**src/rtl/conv_layer_sequencer_pkg.sv**
```systemverilog
// Shared constants for the convolution layer sequencer: FSM encodings and
// the packed descriptor width {last, result, kernel, pixel}.
package conv_layer_sequencer_pkg;

  localparam logic [1:0] ST_IDLE = 2'd0;
  localparam logic [1:0] ST_LOAD = 2'd1;
  localparam logic [1:0] ST_RUN  = 2'd2;
  localparam logic [1:0] ST_GAP  = 2'd3;

  function automatic int descWidth(input int addrW);
    return 3 * addrW + 1;
  endfunction

endpackage

```
**src/rtl/conv_layer_sequencer_if.sv**
```systemverilog
// Job descriptor channel plus the Convolution2D control/address channel.
// The sequencer uses the slave view; the host/engine side uses master.
interface conv_layer_sequencer_if #(
  parameter int ADDR_W = 14
) ();

  logic              job_valid;
  logic              job_ready;
  logic [ADDR_W-1:0] job_pix_addr;
  logic [ADDR_W-1:0] job_kernel_addr;
  logic [ADDR_W-1:0] job_result_addr;
  logic              job_last;

  logic [ADDR_W-1:0] pix_base_addr;
  logic [ADDR_W-1:0] kernel_base_addr;
  logic [ADDR_W-1:0] base_result_addr;
  logic              en_conv2d;
  logic              conv_completed;

  modport master (
    output job_valid, job_pix_addr, job_kernel_addr, job_result_addr, job_last,
    output conv_completed,
    input  job_ready, pix_base_addr, kernel_base_addr, base_result_addr, en_conv2d
  );

  modport slave (
    input  job_valid, job_pix_addr, job_kernel_addr, job_result_addr, job_last,
    input  conv_completed,
    output job_ready, pix_base_addr, kernel_base_addr, base_result_addr, en_conv2d
  );

endinterface

```
**src/rtl/conv_layer_sequencer_job_fifo.sv**
```systemverilog
// Synchronous descriptor FIFO with flags derived from a registered occupancy
// count; DEPTH must be a power of two so the pointers wrap naturally.
module conv_job_fifo #(
  parameter int WIDTH = 43,
  parameter int DEPTH = 4
) (
  input  logic             clk,
  input  logic             rst_n,
  input  logic             push_i,
  input  logic             pop_i,
  input  logic [WIDTH-1:0] wdata_i,
  output logic [WIDTH-1:0] rdata_o,
  output logic             full_o,
  output logic             empty_o
);

  localparam int PW = $clog2(DEPTH);
  localparam logic [PW:0] FULL_CNT = DEPTH[PW:0];

  logic [WIDTH-1:0] mem_q [DEPTH];
  logic [PW-1:0]    wrPtr_q, rdPtr_q;
  logic [PW:0]      count_q;
  logic             doPush, doPop;

  assign full_o  = (count_q == FULL_CNT);
  assign empty_o = (count_q == '0);
  assign doPush  = push_i && !full_o;
  assign doPop   = pop_i && !empty_o;
  assign rdata_o = mem_q[rdPtr_q];

  always_ff @(posedge clk) begin
    if (doPush) mem_q[wrPtr_q] <= wdata_i;
  end

  always_ff @(posedge clk or negedge rst_n) begin
    if (!rst_n) begin
      wrPtr_q <= '0;
      rdPtr_q <= '0;
      count_q <= '0;
    end else begin
      if (doPush) wrPtr_q <= wrPtr_q + 1'b1;
      if (doPop)  rdPtr_q <= rdPtr_q + 1'b1;
      case ({doPush, doPop})
        2'b10:   count_q <= count_q + 1'b1;
        2'b01:   count_q <= count_q - 1'b1;
        default: count_q <= count_q;
      endcase
    end
  end

endmodule

```
**src/rtl/conv_layer_sequencer.sv**
```systemverilog
// Runs queued Convolution2D layer jobs back-to-back: LOAD latches a descriptor,
// RUN waits for completion under a watchdog, GAP holds en_conv2d low before the next job.
module conv_layer_sequencer
  import conv_layer_sequencer_pkg::*;
#(
  parameter int ADDR_W     = 14,
  parameter int DEPTH      = 4,
  parameter int GAP_CYCLES = 2,
  parameter int TIMEOUT_W  = 20
) (
  input  logic                   clk,
  input  logic                   rst_n,
  conv_layer_sequencer_if.slave  bus,
  input  logic                   err_clr_i,
  output logic                   busy_o,
  output logic                   layer_done_o,
  output logic                   net_done_o,
  output logic                   timeout_err_o,
  output logic [7:0]             jobs_done_o
);

  localparam int DW    = descWidth(ADDR_W);
  localparam int GAP_W = $clog2(GAP_CYCLES + 1);
  localparam logic [GAP_W-1:0] GAP_LAST = GAP_W'(GAP_CYCLES - 1);

  logic [DW-1:0]        pushData, headData;
  logic                 fifoFull, fifoEmpty, fifoPush, fifoPop;

  logic [1:0]           state_q, state_d;
  logic [GAP_W-1:0]     gapCnt_q, gapCnt_d;
  logic [TIMEOUT_W-1:0] wdog_q, wdog_d, wdogInc;
  logic [ADDR_W-1:0]    pix_q, pix_d, ker_q, ker_d, res_q, res_d;
  logic                 last_q, last_d, en_q, en_d;
  logic                 layerDone_q, layerDone_d, netDone_q, netDone_d;
  logic                 timeoutErr_q, timeoutErr_d;
  logic [7:0]           jobsDone_q, jobsDone_d;

  assign pushData = {bus.job_last, bus.job_result_addr, bus.job_kernel_addr, bus.job_pix_addr};
  assign fifoPush = bus.job_valid && !fifoFull;
  assign fifoPop  = (state_q == ST_LOAD);
  assign bus.job_ready = !fifoFull;

  conv_job_fifo #(.WIDTH(DW), .DEPTH(DEPTH)) u_fifo (
    .clk     (clk),
    .rst_n   (rst_n),
    .push_i  (fifoPush),
    .pop_i   (fifoPop),
    .wdata_i (pushData),
    .rdata_o (headData),
    .full_o  (fifoFull),
    .empty_o (fifoEmpty)
  );

  assign wdogInc = wdog_q + 1'b1;

  // Completion is checked before the watchdog, so a job finishing on the
  // abort cycle still counts; a timeout set beats a simultaneous err_clr.
  always_comb begin
    state_d      = state_q;
    gapCnt_d     = gapCnt_q;
    wdog_d       = wdog_q;
    pix_d        = pix_q;
    ker_d        = ker_q;
    res_d        = res_q;
    last_d       = last_q;
    en_d         = en_q;
    layerDone_d  = 1'b0;
    netDone_d    = 1'b0;
    jobsDone_d   = jobsDone_q;
    timeoutErr_d = err_clr_i ? 1'b0 : timeoutErr_q;
    case (state_q)
      ST_IDLE: if (!fifoEmpty) state_d = ST_LOAD;
      ST_LOAD: begin
        {last_d, res_d, ker_d, pix_d} = headData;
        wdog_d  = '0;
        en_d    = 1'b1;
        state_d = ST_RUN;
      end
      ST_RUN: begin
        wdog_d = wdogInc;
        if (bus.conv_completed) begin
          layerDone_d = 1'b1;
          netDone_d   = last_q;
          jobsDone_d  = jobsDone_q + 8'd1;
          en_d        = 1'b0;
          gapCnt_d    = '0;
          state_d     = ST_GAP;
        end else if (&wdogInc) begin
          timeoutErr_d = 1'b1;
          en_d         = 1'b0;
          gapCnt_d     = '0;
          state_d      = ST_GAP;
        end
      end
      ST_GAP: begin
        if (gapCnt_q == GAP_LAST) state_d = ST_IDLE;
        else gapCnt_d = gapCnt_q + 1'b1;
      end
      default: state_d = ST_IDLE;
    endcase
  end

  always_ff @(posedge clk or negedge rst_n) begin
    if (!rst_n) begin
      state_q      <= ST_IDLE;
      gapCnt_q     <= '0;
      wdog_q       <= '0;
      pix_q        <= '0;
      ker_q        <= '0;
      res_q        <= '0;
      last_q       <= 1'b0;
      en_q         <= 1'b0;
      layerDone_q  <= 1'b0;
      netDone_q    <= 1'b0;
      timeoutErr_q <= 1'b0;
      jobsDone_q   <= '0;
    end else begin
      state_q      <= state_d;
      gapCnt_q     <= gapCnt_d;
      wdog_q       <= wdog_d;
      pix_q        <= pix_d;
      ker_q        <= ker_d;
      res_q        <= res_d;
      last_q       <= last_d;
      en_q         <= en_d;
      layerDone_q  <= layerDone_d;
      netDone_q    <= netDone_d;
      timeoutErr_q <= timeoutErr_d;
      jobsDone_q   <= jobsDone_d;
    end
  end

  assign bus.pix_base_addr    = pix_q;
  assign bus.kernel_base_addr = ker_q;
  assign bus.base_result_addr = res_q;
  assign bus.en_conv2d        = en_q;
  assign busy_o        = (state_q != ST_IDLE) || !fifoEmpty;
  assign layer_done_o  = layerDone_q;
  assign net_done_o    = netDone_q;
  assign timeout_err_o = timeoutErr_q;
  assign jobs_done_o   = jobsDone_q;

endmodule

```
**src/flat_wrapper.sv**
```systemverilog
// flat-port wrapper written by rule: the top's interface ports become plain ports
module conv_layer_sequencer_flat import conv_layer_sequencer_pkg::*;
#(
  parameter int ADDR_W     = 14,
  parameter int DEPTH      = 4,
  parameter int GAP_CYCLES = 2,
  parameter int TIMEOUT_W  = 20
)
  (clk, rst_n, err_clr_i, busy_o, layer_done_o, net_done_o, timeout_err_o, jobs_done_o, bus_job_valid, bus_job_pix_addr, bus_job_kernel_addr, bus_job_result_addr, bus_job_last, bus_conv_completed, bus_job_ready, bus_pix_base_addr, bus_kernel_base_addr, bus_base_result_addr, bus_en_conv2d);
  conv_layer_sequencer_if #(.ADDR_W(ADDR_W)) bus_i ();
  input  logic clk;
  input  logic rst_n;
  input  logic err_clr_i;
  output logic busy_o;
  output logic layer_done_o;
  output logic net_done_o;
  output logic timeout_err_o;
  output logic [7:0] jobs_done_o;
  input wire logic [$bits(bus_i.job_valid)-1:0] bus_job_valid;
  input wire logic [$bits(bus_i.job_pix_addr)-1:0] bus_job_pix_addr;
  input wire logic [$bits(bus_i.job_kernel_addr)-1:0] bus_job_kernel_addr;
  input wire logic [$bits(bus_i.job_result_addr)-1:0] bus_job_result_addr;
  input wire logic [$bits(bus_i.job_last)-1:0] bus_job_last;
  input wire logic [$bits(bus_i.conv_completed)-1:0] bus_conv_completed;
  output wire logic [$bits(bus_i.job_ready)-1:0] bus_job_ready;
  output wire logic [$bits(bus_i.pix_base_addr)-1:0] bus_pix_base_addr;
  output wire logic [$bits(bus_i.kernel_base_addr)-1:0] bus_kernel_base_addr;
  output wire logic [$bits(bus_i.base_result_addr)-1:0] bus_base_result_addr;
  output wire logic [$bits(bus_i.en_conv2d)-1:0] bus_en_conv2d;
  assign bus_i.job_valid = bus_job_valid;
  assign bus_i.job_pix_addr = bus_job_pix_addr;
  assign bus_i.job_kernel_addr = bus_job_kernel_addr;
  assign bus_i.job_result_addr = bus_job_result_addr;
  assign bus_i.job_last = bus_job_last;
  assign bus_i.conv_completed = bus_conv_completed;
  assign bus_job_ready = bus_i.job_ready;
  assign bus_pix_base_addr = bus_i.pix_base_addr;
  assign bus_kernel_base_addr = bus_i.kernel_base_addr;
  assign bus_base_result_addr = bus_i.base_result_addr;
  assign bus_en_conv2d = bus_i.en_conv2d;
  conv_layer_sequencer #(.ADDR_W(ADDR_W), .DEPTH(DEPTH), .GAP_CYCLES(GAP_CYCLES), .TIMEOUT_W(TIMEOUT_W)) u_core (.clk(clk), .rst_n(rst_n), .bus(bus_i), .err_clr_i(err_clr_i), .busy_o(busy_o), .layer_done_o(layer_done_o), .net_done_o(net_done_o), .timeout_err_o(timeout_err_o), .jobs_done_o(jobs_done_o));
endmodule
```
**config.mk**
```make
export PLATFORM = sky130hd
export DESIGN_NAME = conv_layer_sequencer_flat
export DESIGN_NICKNAME = d
export VERILOG_FILES = /design/src/rtl/conv_layer_sequencer_pkg.sv /design/src/rtl/conv_layer_sequencer_if.sv /design/src/rtl/conv_layer_sequencer_job_fifo.sv /design/src/rtl/conv_layer_sequencer.sv /design/src/flat_wrapper.sv
export SDC_FILE = /design/constraint.sdc
export NUM_CORES = 1
export LEC_CHECK = 0
export ABC_AREA = 1
export CAP_MARGIN = 20
export CORE_UTILIZATION = 35
export CTS_BUF_LIST = sky130_fd_sc_hd__clkbuf_4
export DETAILED_ROUTE_END_ITERATION = 6
export MAX_ROUTING_LAYER = met4
export SLEW_MARGIN = 25
export SYNTH_ARGS = -nofsm -noshare
export SYNTH_HDL_FRONTEND = slang
export SYNTH_SLANG_ARGS = --single-unit
export TNS_END_PERCENT = 5
```
**constraint.sdc**
```tcl
create_clock -name clk -period 5 [get_ports clk]
set_input_delay 0.5 -clock clk [delete_from_list [all_inputs] [get_ports clk]]
set_output_delay 0.5 -clock clk [all_outputs]
set_load 0.005 [all_outputs]
```
# == Yosys cells after proc, flatten, opt, wreduce, memory -nomap -nowiden ==
# Memory sizes are Yosys's and may differ from the RTL's. A register that Yosys moved wholly into a read port is not among the register bits.
# Cells that the tools add are included.
# op_classes
eq_ne,11
add_sub_neg,7
n_reduce_logical,18
mux,24
# ops
cell,n
20-bit case mux with 2 select lines,1
20-bit by 1-bit adder with 20-bit output (second input constant),1
20-bit AND reduction,1
2-bit two-way mux,7
1-bit two-way mux,12
8-bit by 1-bit adder with 8-bit output (second input constant),1
2-bit case mux with 4 select lines,1
2-bit nonzero test,4
2-bit by 1-bit adder with 2-bit output (second input constant),3
2-bit by 1-bit equality test with 1-bit output (second input constant),3
2-bit equality test (second input constant),3
3-bit case mux with 2 select lines,1
3-bit AND reduction,2
2-bit inequality test (second input constant),2
2-bit case mux with 2 select lines,1
2-bit AND reduction,2
3-bit by 1-bit adder with 3-bit output (second input constant),1
3-bit equality test (second input constant),1
1-bit logical AND,3
1-bit zero test,3
3-bit zero test,1
3-bit by 2-bit inequality test with 1-bit output (second input constant),1
3-bit by 1-bit subtractor with 3-bit output (second input constant),1
2-bit zero test,1
other kinds (3),3
# totals
wordCells,72
n_memories,1
inputBits,48
ram_bits,172
output_inout_bits,56
regBits,43
# mem_list
name,depth,word_bits,rd,rd_clocked_by_memory_dff,wr,line,text
u_core.u_fifo.mem_q,4,43,1,1,1,conv_layer_sequencer_job_fifo.sv:20,logic [WIDTH-1:0] mem_q [DEPTH];

# == Logic depth before layout (Yosys ltp) ==
# Gate-level depths: netlist of the first run.
# depth
ltp_word,6
ltp_mapped,15

# == By module ==
# A second synthesis of the first run with hierarchy kept.
# unflattened
hier_cells,937
hier_area_um2,11094.4
# modules_own_cells
mod,instances,cells_each,seq_area_each_um2,area_per_inst_um2
conv_job_fifo,1,563,5340.1,7373.3
conv_layer_sequencer,1,374,1976.9,3721.1

# == Worst setup path after synthesis of the first run ==
# OpenSTA, ideal clock, no wires.
# synth_path
path_kind,register -> register
start,register u_core.u_fifo.count_q[0]
end,memory u_core.u_fifo.mem_q[0][0] (enable)
n_path_buf,0
setup_ps,444
path_slack_ps,2003
t_arrival_ps,2553
required_ps,4556
stages_incl_launch_ff,5
cell_sequence,dfrtp_1 inv_1 nand3_1 nand2_1 nor2_1
# synth_between
elab_chain_cells,6
# synth_lines
element,line,text
start: declaration,conv_layer_sequencer_job_fifo.sv:22,logic [PW:0] count_q;
start signal: assignment,conv_layer_sequencer_job_fifo.sv:44,2'b10: count_q <= count_q + 1'b1;
start signal: assignment,conv_layer_sequencer_job_fifo.sv:45,2'b01: count_q <= count_q - 1'b1;
start signal: assignment,conv_layer_sequencer_job_fifo.sv:46,default: count_q <= count_q;
3-bit equality test (*),conv_layer_sequencer_job_fifo.sv:25,assign full_o = (count_q == FULL_CNT);
1-bit zero test (*),-,
via bus_job_ready,flat_wrapper.sv:25,output wire logic [$bits(bus_i.job_ready)-1:0] bus_job_ready;
1-bit logical AND,conv_layer_sequencer.sv:39,assign fifoPush = bus.job_valid && !fifoFull;
1-bit logical AND (*),conv_layer_sequencer_job_fifo.sv:27,assign doPush = push_i && !full_o;
1-bit two-way mux (*),conv_layer_sequencer_job_fifo.sv:32,if (doPush) mem_q[wrPtr_q] <= wdata_i;
1-bit two-way mux (not written as such) (*),conv_layer_sequencer_job_fifo.sv:32,
end: declaration,conv_layer_sequencer_job_fifo.sv:20,
# Mark *: on every way through the listed nets, which the timed path passes. The rest lies on a longest branch.

# == Final worst setup path of the first run ==
# layout_path
start,register u_core.state_q[1]
end,register u_core.u_fifo.count_q[2]
# layout_between
elab_chain_cells,4
elab_cells_between_ends,6
cone_classes,eq/ne: 3; mux: 1; reduce/logical: 2
# layout_lines
element,line,text
start: declaration,conv_layer_sequencer.sv:29,"logic [1:0] state_q, state_d;"
start signal: assignment,conv_layer_sequencer.sv:118,state_q <= state_d;
2-bit by 1-bit equality test with 1-bit output (*),conv_layer_sequencer.sv:40,assign fifoPop = (state_q == ST_LOAD);
1-bit logical AND (*),conv_layer_sequencer_job_fifo.sv:28,assign doPop = pop_i && !empty_o;
via u_core.u_fifo.doPop,conv_layer_sequencer_job_fifo.sv:23,"logic doPush, doPop;"
2-bit by 1-bit equality test with 1-bit output / 2-bit equality test (equally long branches),conv_layer_sequencer_job_fifo.sv:43,"case ({doPush, doPop})"
3-bit case mux with 2 select lines / 2-bit nonzero test (equally long branches),-,
# Marks and branches as above.
# A chain may end at the register's enable or synchronous reset.

==> impl_results.md, run 1 <==
- Status: finished, final reports clean
- Top FF cell, synth: edfxtp_1
- Vias per Instance: 4.80
- Worst setup SP type: flip-flop
- Vias in the first global route: 7412
- Data arrival time of the worst path: 3.24 ns
- VDD IR max: 0.323 mV
- Initial antenna violation count: 2
- Syn Area/Cell: 11.2 um^2
- Worst slew margin: 35.3%
- Total GRT Usage: 16.5%
- Clock-pin slew on the worst setup and hold paths: 0.07 ns
- Post-synth EDFFs: 172
- Distinct cells, synth: 27
- Total Power: 0.00732 W
- Die height: 175 um
- Register area share after synthesis: 70.0%
- Unrepaired setup endpoints after global routing: false
- Final Util: 44.2%
- Port-buffer cells: 103
- Finished Cell Area: 0.0128 mm^2
- Synthesized flop and latch total: 258
- Worst setup path category: flip-flop to flip-flop
- Antenna viol nets, final: 0
- Tcrit/Tclk final: 54.5%
- Layout cells sized above 1: 12.6%
- Syn Nets: 993
- Clock Sink Count: 258
- # H-tree levels: 3
- Hold buffers post-CTS: 1
- Most frequent cell after synthesis: nor2_1
- Initial DRC count: 426
- First drt pass iteration count: 5
- Setup Buffers After CTS: 0
- Initial Util: 36.0%
- Area growth syn-to-layout: 22.7%
- LEAKAGE: 4.79 nW
- Gate Count Post-Synth: 930
- DIE AREA: 0.0306 mm^2
- Most common library cells after synthesis: nor2_1 (251), edfxtp_1 (172), o21ai_0 (103)
- Inserted Clock Buffers: 68
- Max-cap violations: 0
- Placer Congestion: 0.829
- TritonCTS clock tree: done
- Routed wire length: 23400 um
- Ys async rst share: 33.3%
- First-pass GRT wire length: 38200 um
- Finish-stage setup viols: 0
- Placed cell count: 1382
- Clock skew: 0.0354 ns
- Crit path capture type: flip-flop
- Count of final hold-check violations: 0
- Top routing layer in use: met4
- Pins Over Slew Limit: 0
- Final Critical Period: 2.72 ns
- Clk root buf: clkbuf_4
- Area leader, netlist: edfxtp_1
- Synth top area share: 49.4%
- Tightest Pin Transition: 0.970 ns
- Pwr Density: 570 mW/mm^2
- PostCTS Resize Cnt: 0
- Synthesized area: 0.0105 mm^2
- Total grt overflow: 0
- Synth area leaders: edfxtp_1 (49%), dfrtp_1 (21%), nor2_1 (9.0%)
- Synth warnings: 0
- Final net count: 1132
- Worst EP required: 5.51 ns
- Die X: 175 um
- Row count: 62
- Largest net degree at the start of global routing: 88
- Fmax: 367 MHz
- Fin cells: 1509
- Routed met3 length: 1600 um
- CP Max Fanout: 87
- # IOs: 104
- Met1 Wirelength: 10300 um
- DP HPWL: 13900 um
- Placed cell area: 0.0119 mm^2
- Routed length per instance: 15.5 um
- Hold WC Path Type: input port to async pin
- Clk_lat worst skew: 0.64 ns
- Core area: 0.0290 mm^2
- Setup TNS: 0 ns
- Wire length on met2: 11000 um
- DRC Markers: 0
- Total number of vias: 7239
- Clk buf depth: 3
-- final timing paths --
check | slack [ns] | cells after the start | startpoint | end
max | 2.28 | 10 | u_core.state_q[1] | u_core.u_fifo.count_q[2]
min | 0.45 | 2 | rst_n | u_core.gapCnt_q[1]
max reg2reg | 2.28 | 10 | u_core.state_q[1] | u_core.u_fifo.count_q[2]
min reg2reg | 0.47 | 2 | u_core.bus.en_conv2d | u_core.bus.en_conv2d
max in group asynchronous | 3.48 | 3 | rst_n | u_core.u_fifo.rdPtr_q[0]
min in group clk | 0.46 | 2 | err_clr_i | u_core.timeout_err_o
-- metal layers --
metal  track usage [%]  vias to the layer above
li1                  -                     3515
met3              3.79                       50
met1              20.4                     3440
met4              5.94                        0
met2              26.4                      234
met5                 -                        -
-- logic make-up after synthesis --
family,after synthesis,share of synthesized area [%]
and+or+nand+nor,388,15.2
DFF,258,70.0
AOI/OAI and AO/OA,159,8.27
buffers and inverters,95,3.41
xor gates and xnor gates,15,1.26
adders and majority gates,15,1.87
-- critical path, cell delays in order (launching register included) --
cell and delay (ns):
dfrtp_1 0.41, inv_1 0.14, ha_4 0.78, nand2_1 0.16
inv_1 0.12, ha_1 0.14, inv_1 0.07, fa_1 0.37
a21oi_1 0.14, o21ai_0 0.11, xor2_1 0.15
-- state kept, by name, indices dropped and copies added (netlist names) --
register / cells
u_core.bus.en_conv2d: 1
u_core.state_q: 2
u_core.u_fifo.count_q: 3
u_core.u_fifo.mem_q: 172
u_core.last_q: 1
u_core.gapCnt_q: 2
u_core.bus.pix_base_addr: 14
u_core.jobs_done_o: 8
u_core.u_fifo.rdPtr_q: 2
u_core.u_fifo.wrPtr_q: 2
u_core.net_done_o: 1
u_core.timeout_err_o: 1
u_core.bus.base_result_addr: 14
u_core.wdog_q: 20
u_core.layer_done_o: 1
u_core.bus.kernel_base_addr: 14
-- metrics by stage --
stage | worst slack [ns] | hold slack [ns]
2_1_floorplan | 2.00 | 0.204
3_3_place_gp | 2.16 | 0.455
3_5_place_dp | 2.12 | 0.458
4_1_cts | 2.25 | 0.415
5_1_grt | 1.96 | 0.415
6_report | 2.28 | 0.450
-- area by class of cell --
class,instances,area [um^2]
fillers,2773,16200
flip-flops and latches,258,7320
multi-input cells,577,2830
repair buffers,112,1100
clock buffers,100,751
well taps,384,480
inverters,52,195
clock inverters,24,156
diodes,2,5.00
-- power by group --
group          total (W)  internal (W)  switching, W
logic            0.00232      0.000898       0.00142
registers        0.00310       0.00285      0.000247
clock network    0.00189       0.00103      0.000864
-- placed cells by master, fill, tap and decap left out, drive strengths merged, types with 2 or more instances in the layout --
cell type	count
inv	53
dfrtp	86
buf	9
xnor2	5
nor2	257
a31oi	42
nand2	89
nand4	8
diode	2
clkinv	21
bufinv	2
clkbuf	100
clkdlybuf4s50	102
nand3b	3
ha	14
o22ai	11
xor2	10
edfxtp	172
nand3	29
a21oi	2
o21ai	103
Power figures use the tool's default switching activity.
==> run 2: changes to the inputs <==
==> constraint.sdc (replaced) <==
create_clock -name clk -period 2.4 [get_ports clk]
set_input_delay 0.24 -clock clk [delete_from_list [all_inputs] [get_ports clk]]
set_output_delay 0.24 -clock clk [all_outputs]
set_load 0.005 [all_outputs]
==> impl_results.md, run 2 (synthesized netlist as in run 1, its figures left out) <==
- CP Max Fanout: 4
- Clock Sink Count: 258
- Placer Congestion: 0.906
- Area growth syn-to-layout: 24.6%
- Max reg flops: 172
- Int Pwr: 0.0101 W
- Antenna viol nets, final: 0
- LEAKAGE: 4.88 nW
- Core area: 0.0290 mm^2
- Regs by FF count: u_core.u_fifo.mem_q: 172 flops, u_core.wdog_q: 20 flops
- DIE AREA: 0.0306 mm^2
- Worst slew margin: 36.6%
- Largest net degree at the start of global routing: 88
- Slowest stage delay, CP: 0.48 ns
- TritonCTS clock tree: done
- Commonest non-fill, non-tap cell in the layout: nor2_1
- Setup Slack @ Placement: 0.387 ns
- Clk root buf: clkbuf_4
- Clock skew: 0.0543 ns
- Worst EP required: 2.16 ns
- R2R Path End: u_core.gapCnt_q[1]
- Setup Buffers After CTS: 0
- Flop2flop setup slack: 0.34 ns
- Total GRT Usage: 16.7%
- Tcrit/Tclk final: 92.7%
- Vias in the first global route: 7326
- Layout cells sized above 1: 14.9%
- Cell Chain, Critical Path: inv_2 -> ha_1 -> nand4_1 -> clkdlybuf4s50_1
- Die X: 175 um
- Initial Util: 36.0%
- Worst setup path category: flip-flop to output pin
- Flop pwr share: 41.7%
- Fmax: 449 MHz
- Filler cell count: 2773
- Port-buffer cells: 103
- Placed cell count: 1394
- Crit path capture type: output pin
- Setup TNS: 0 ns
- Total grt overflow: 0
- Row count: 62
- Hold WC Path Type: input port to async pin
- Met1 Wirelength: 10900 um
- Commonest cells after routing, fill and taps aside: nor2_1 (247), edfxtp_1 (172), clkbuf_4 (114), o21ai_0 (103), clkdlybuf4s50_1 (102)
- Top routing layer in use: met4
- Initial antenna violation count: 3
- Comb pwr share: 32.5%
- Crit path max-delay family: buffers and inverters
- Routed length per instance: 15.8 um
- Reg-to-reg critical path startpoint: u_core.wdog_q[0]
- Reg2Reg Depth: 14
- Worst setup startpoint: u_core.state_q[1]
- Switch share: 34.7%
- First drt pass iteration count: 5
- Largest register by flop count: u_core.u_fifo.mem_q
- Routed met3 length: 1540 um
- Pwr Density: 1190 mW/mm^2
- Clk buf depth: 3
- Count of final hold-check violations: 0
- Unrepaired setup endpoints after global routing: false
- Buf/Inv on CP: 2
- Final Util: 44.9%
- Fin cells: 1526
- Worst setup SP type: flip-flop
- Data arrival time of the worst path: 1.99 ns
- Clk_lat worst skew: 0.68 ns
- Final Critical Period: 2.23 ns
- Clock power share: 25.7%
- Inserted Clock Buffers: 71
- Net Switching: 0.00538 W
- Final net count: 1147
- # H-tree levels: 3
- Status: finished, final reports clean
- Initial DRC count: 471
- DRC Markers: 0
- # IOs: 104
- DP HPWL: 14400 um
- VDD IR max: 0.582 mV
- Max-cap violations: 0
- Clock-pin slew on the worst setup and hold paths: 0.06 ns
- Die height: 175 um
- Pins Over Slew Limit: 0
- Routed wire length: 24100 um
- Worst setup margin: 0.175 ns
- Total number of vias: 7382
- Finish-stage setup viols: 0
- Vias per Instance: 4.84
- Tightest Pin Transition: 0.951 ns
- First-pass GRT wire length: 38500 um
- Wire length on met2: 11300 um
- Slowest stage cell, crit path: clkdlybuf4s50_1
==> run 2: cell count changes in the layout (fill, tap and decap cells not counted) <==
cell / change
dfrtp_2: +2
clkbuf_4: +14
buf_4: +6
clkinvlp_4: +4
inv_1: -1
bufinv_16: -2
dfrtp_1: -2
clkinv_2: -2
clkinv_1: -10
inv_6: +1
diode_2: +1
buf_12: +6
==> run 2: what timing repair did <==
| item | CTS | global route |
|---|---|---|
| setup endpoints to repair | 0 | 1 |
| resized for setup | 0 | 3 |
| endpoints found under the hold margin | 44 | 0 |
| hold buffers | 1 | 0 |
==> run 2: how the worst max path moves through the flow <==
stage               slack, ns  depth (start not counted)                   endpoint
finish                   0.17                          4                     busy_o
global route             0.02                          4                     busy_o
CTS                      0.01                          4                     busy_o
detailed placement       0.39                         14          u_core.state_q[1]
global placement         0.43                         14         u_core.gapCnt_q[0]
floorplan               -0.60                          4  u_core.u_fifo.mem_q[0][0]
==> run 2: layout make-up <==
class / instances / area, um^2 / share of cell area, %
Multi-Input combinational cell: 577 / 2830 / 21.7
Clock inverter: 14 / 83.8 / 0.643
Sequential cell: 258 / 7320 / 56.2
Tap cell: 384 / 480 / 3.69
Timing Repair Buffer: 124 / 1260 / 9.69
Inverter: 52 / 195 / 1.50
Clock buffer: 114 / 856 / 6.57
Antenna cell: 3 / 7.51 / 0.0576
==> run 2: power groups by stage <==
| stage | Combinational, W | Sequential, W | Clock, W |
|---|---|---|---|
| after floorplan | 0.00289 | 0.00645 | 0 |
| after global placement | 0.00505 | 0.00653 | 0 |
| after detailed placement | 0.00512 | 0.00654 | 0 |
| after CTS | 0.00514 | 0.00647 | 0.00414 |
| after global routing | 0.00569 | 0.00657 | 0.00438 |
| final | 0.00504 | 0.00648 | 0.00399 |
==> run 2: per-stage QoR <==
| stage | area [um^2] | hold WS, ns | power, W |
|---|---|---|---|
| after floorplan | 10500 | -0.0556 | 0.00934 |
| after global placement | 12100 | 0.278 | 0.0116 |
| after detailed placement | 12100 | 0.282 | 0.0117 |
| after CTS | 13000 | 0.0810 | 0.0158 |
| after global routing | 13000 | 0.119 | 0.0166 |
| final | 13000 | 0.110 | 0.0155 |
==> run 2: per-layer routing <==
layer	track usage, %	up-vias
met1	21.2	3554
met5	-	-
met2	25.7	231
met4	6.56	0
li1	-	3553
met3	4.03	44
==> run 3: changes to the inputs <==
--- a/config.mk
+++ b/config.mk
@@ -11,6 +11,7 @@
 export CTS_BUF_LIST = sky130_fd_sc_hd__clkbuf_4
 export DETAILED_ROUTE_END_ITERATION = 6
 export MAX_ROUTING_LAYER = met4
+export PLACE_DENSITY = 0.64
 export SLEW_MARGIN = 25
 export SYNTH_ARGS = -nofsm -noshare
 export SYNTH_HDL_FRONTEND = slang
==> impl_results.md, run 3 (synthesized netlist as in run 1, its figures left out) <==
- DIE AREA: 0.0306 mm^2
- Placed cell count: 1393
- Worst setup margin: 0.352 ns
- Worst setup path category: flip-flop to flip-flop
- LEAKAGE: 4.88 nW
- Clk root buf: clkbuf_4
- Regs by FF count: u_core.u_fifo.mem_q: 172 flops, u_core.wdog_q: 20 flops
- Final Critical Period: 2.05 ns
- Met3 GRT Util: 5.33%
- Clock Sink Count: 258
- Worst setup startpoint: u_core.wdog_q[0]
- Routed wire length: 23400 um
- Antenna viol nets, final: 0
- Vias per Instance: 4.77
- Total grt overflow: 0
- Crit path max-delay family: simple AND/OR/NAND/NOR gates
- Status: finished, final reports clean
- Slowest stage cell, crit path: dfrtp_1
- Cell repeated most along the worst path: nand2_1
- Worst slew margin: 35.1%
- Clk buf depth: 3
- R2R Path End: u_core.gapCnt_q[0]
- Routed length per instance: 15.3 um
- Tightest Pin Transition: 0.973 ns
- DP HPWL: 13500 um
- Max-cap violations: 0
- Finish-stage setup viols: 0
- Initial DRC count: 451
- # H-tree levels: 3
- Inserted Clock Buffers: 72
- Total number of vias: 7289
- Commonest non-fill, non-tap cell in the layout: nor2_1
- Data arrival time of the worst path: 2.57 ns
- Area growth syn-to-layout: 24.9%
- First-pass GRT wire length: 37800 um
- Max reg flops: 172
- Core area: 0.0290 mm^2
- Initial Util: 36.0%
- Commonest cells after routing, fill and taps aside: nor2_1 (247), edfxtp_1 (172), o21ai_0 (103), clkbuf_4 (102), clkdlybuf4s50_1 (101)
- Buf/Inv on CP: 0
- TritonCTS clock tree: done
- Count of final hold-check violations: 0
- Tcrit/Tclk final: 85.3%
- Worst setup SP type: flip-flop
- Total GRT Usage: 16.4%
- Clock skew: 0.0565 ns
- Reg-to-reg critical path startpoint: u_core.wdog_q[0]
- Pins Over Slew Limit: 0
- VDD IR max: 0.674 mV
- Worst hold slack: 0.162 ns
- Met1 GRT Util: 19.4%
- Largest register by flop count: u_core.u_fifo.mem_q
- Setup Slack @ Placement: 0.381 ns
- Largest net degree at the start of global routing: 88
- Final net count: 1147
- Grt met2 use: 26.3%
- Setup TNS: 0 ns
- Die X: 175 um
- Fmax: 488 MHz
- Placer Congestion: 0.924
- Unrepaired setup endpoints after global routing: false
- Pwr Density: 1180 mW/mm^2
- Cell Chain, Critical Path: ha_1 -> nand2_2 -> nor2_4 -> nand3_2 -> nand2_1 -> nand2_1 -> nor2_1 -> nand2_1 -> nor2_2 -> nand3_2 -> nand2_4 -> nand2_2 -> nand2_1 -> nand2_1
- Crit path capture type: flip-flop
- Clock-pin slew on the worst setup and hold paths: 0.06 ns
- # IOs: 104
- Vias in the first global route: 7357
- Final Util: 45.0%
- CP Max Fanout: 7
- Slowest stage delay, CP: 0.43 ns
- GRT busiest layer: met2
- Flop2flop setup slack: 0.35 ns
- Row count: 62
- Initial antenna violation count: 2
- First drt pass iteration count: 4
- Port-buffer cells: 103
- Fin cells: 1529
- Reg2Reg Depth: 14
- Layout cells sized above 1: 13.4%
- Die height: 175 um
- DRC Markers: 0
- Worst EP required: 2.92 ns
- Clk_lat worst skew: 0.68 ns
- Hold WC Path Type: input port to async pin
run 3: cell types whose count changed in the layout (fill, tap and decap cells not counted):
| cell | before | now |
|---|---|---|
| inv_6 | 2 | 1 |
| clkinv_1 | 7 | 26 |
| inv_2 | 3 | 2 |
| clkdlybuf4s50_1 | 102 | 101 |
| dlymetal6s2s_1 | 0 | 1 |
| dfrtp_2 | 4 | 3 |
| clkinvlp_4 | 4 | 2 |
| dfrtp_1 | 82 | 83 |
| diode_2 | 3 | 2 |
| inv_1 | 48 | 49 |
| buf_4 | 15 | 10 |
| bufinv_16 | 0 | 1 |
| buf_12 | 6 | 10 |
| clkbuf_4 | 114 | 102 |
run 3: per-layer routing:
layer / routed length (um) / share of wire (%)
met1: 10200 / 44
met2: 11200 / 48
met3: 1680 / 7.2
met4: 280 / 1.2
met5: 0 / 0
run 3: stage by stage:
stage                     total power, W  cell area, um^2
after floorplan                  0.00934            10500
after global placement            0.0116            12100
after detailed placement          0.0117            12100
after CTS                         0.0157            13100
after global routing              0.0166            13100
final                             0.0155            13100
run 3: layout make-up:
cell class	count	area, um^2
Antenna cell	2	5.00
Clock buffer	102	766
Clock inverter	31	161
Fill cell	2738	15900
Inverter	52	195
Multi-Input combinational cell	577	2830
Sequential cell	258	7320
Tap cell	384	480
Timing Repair Buffer	123	1310
run 3: where the power goes:
group | switching, W | internal, W | total (W)
clock network | 0.00184 | 0.00209 | 0.00393
logic | 0.00304 | 0.00206 | 0.00510
registers | 0.000490 | 0.00594 | 0.00643
total | 0.00537 | 0.0101 | 0.0155
run 3: how the worst max path moves through the flow:
stage                           endpoint  slack (ns)  cells past startpoint
2_1_floorplan  u_core.u_fifo.mem_q[0][0]       -0.60                      4
3_3_place_gp          u_core.gapCnt_q[0]        0.44                     14
3_5_place_dp          u_core.gapCnt_q[0]        0.38                     14
4_1_cts                           busy_o        0.01                      4
5_1_grt               u_core.gapCnt_q[1]        0.12                     14
6_report              u_core.gapCnt_q[0]        0.35                     14
run 3: timing repair:
item / in CTS / in global routing
endpoints found under the hold margin: 39 / 0
setup buffers: 0 / 0
endpoints found under the setup margin: 0 / 1
gates resized for setup: 0 / 2
hold buffers: 1 / 0
run 3: worst reg2reg max path: cells and delay by family (launching register included):
kind	cells	cell delay, ns
adder cells (fa/ha/maj)	1	0.25
flip-flops	1	0.43
AND/OR/NAND/NOR	13	1.24
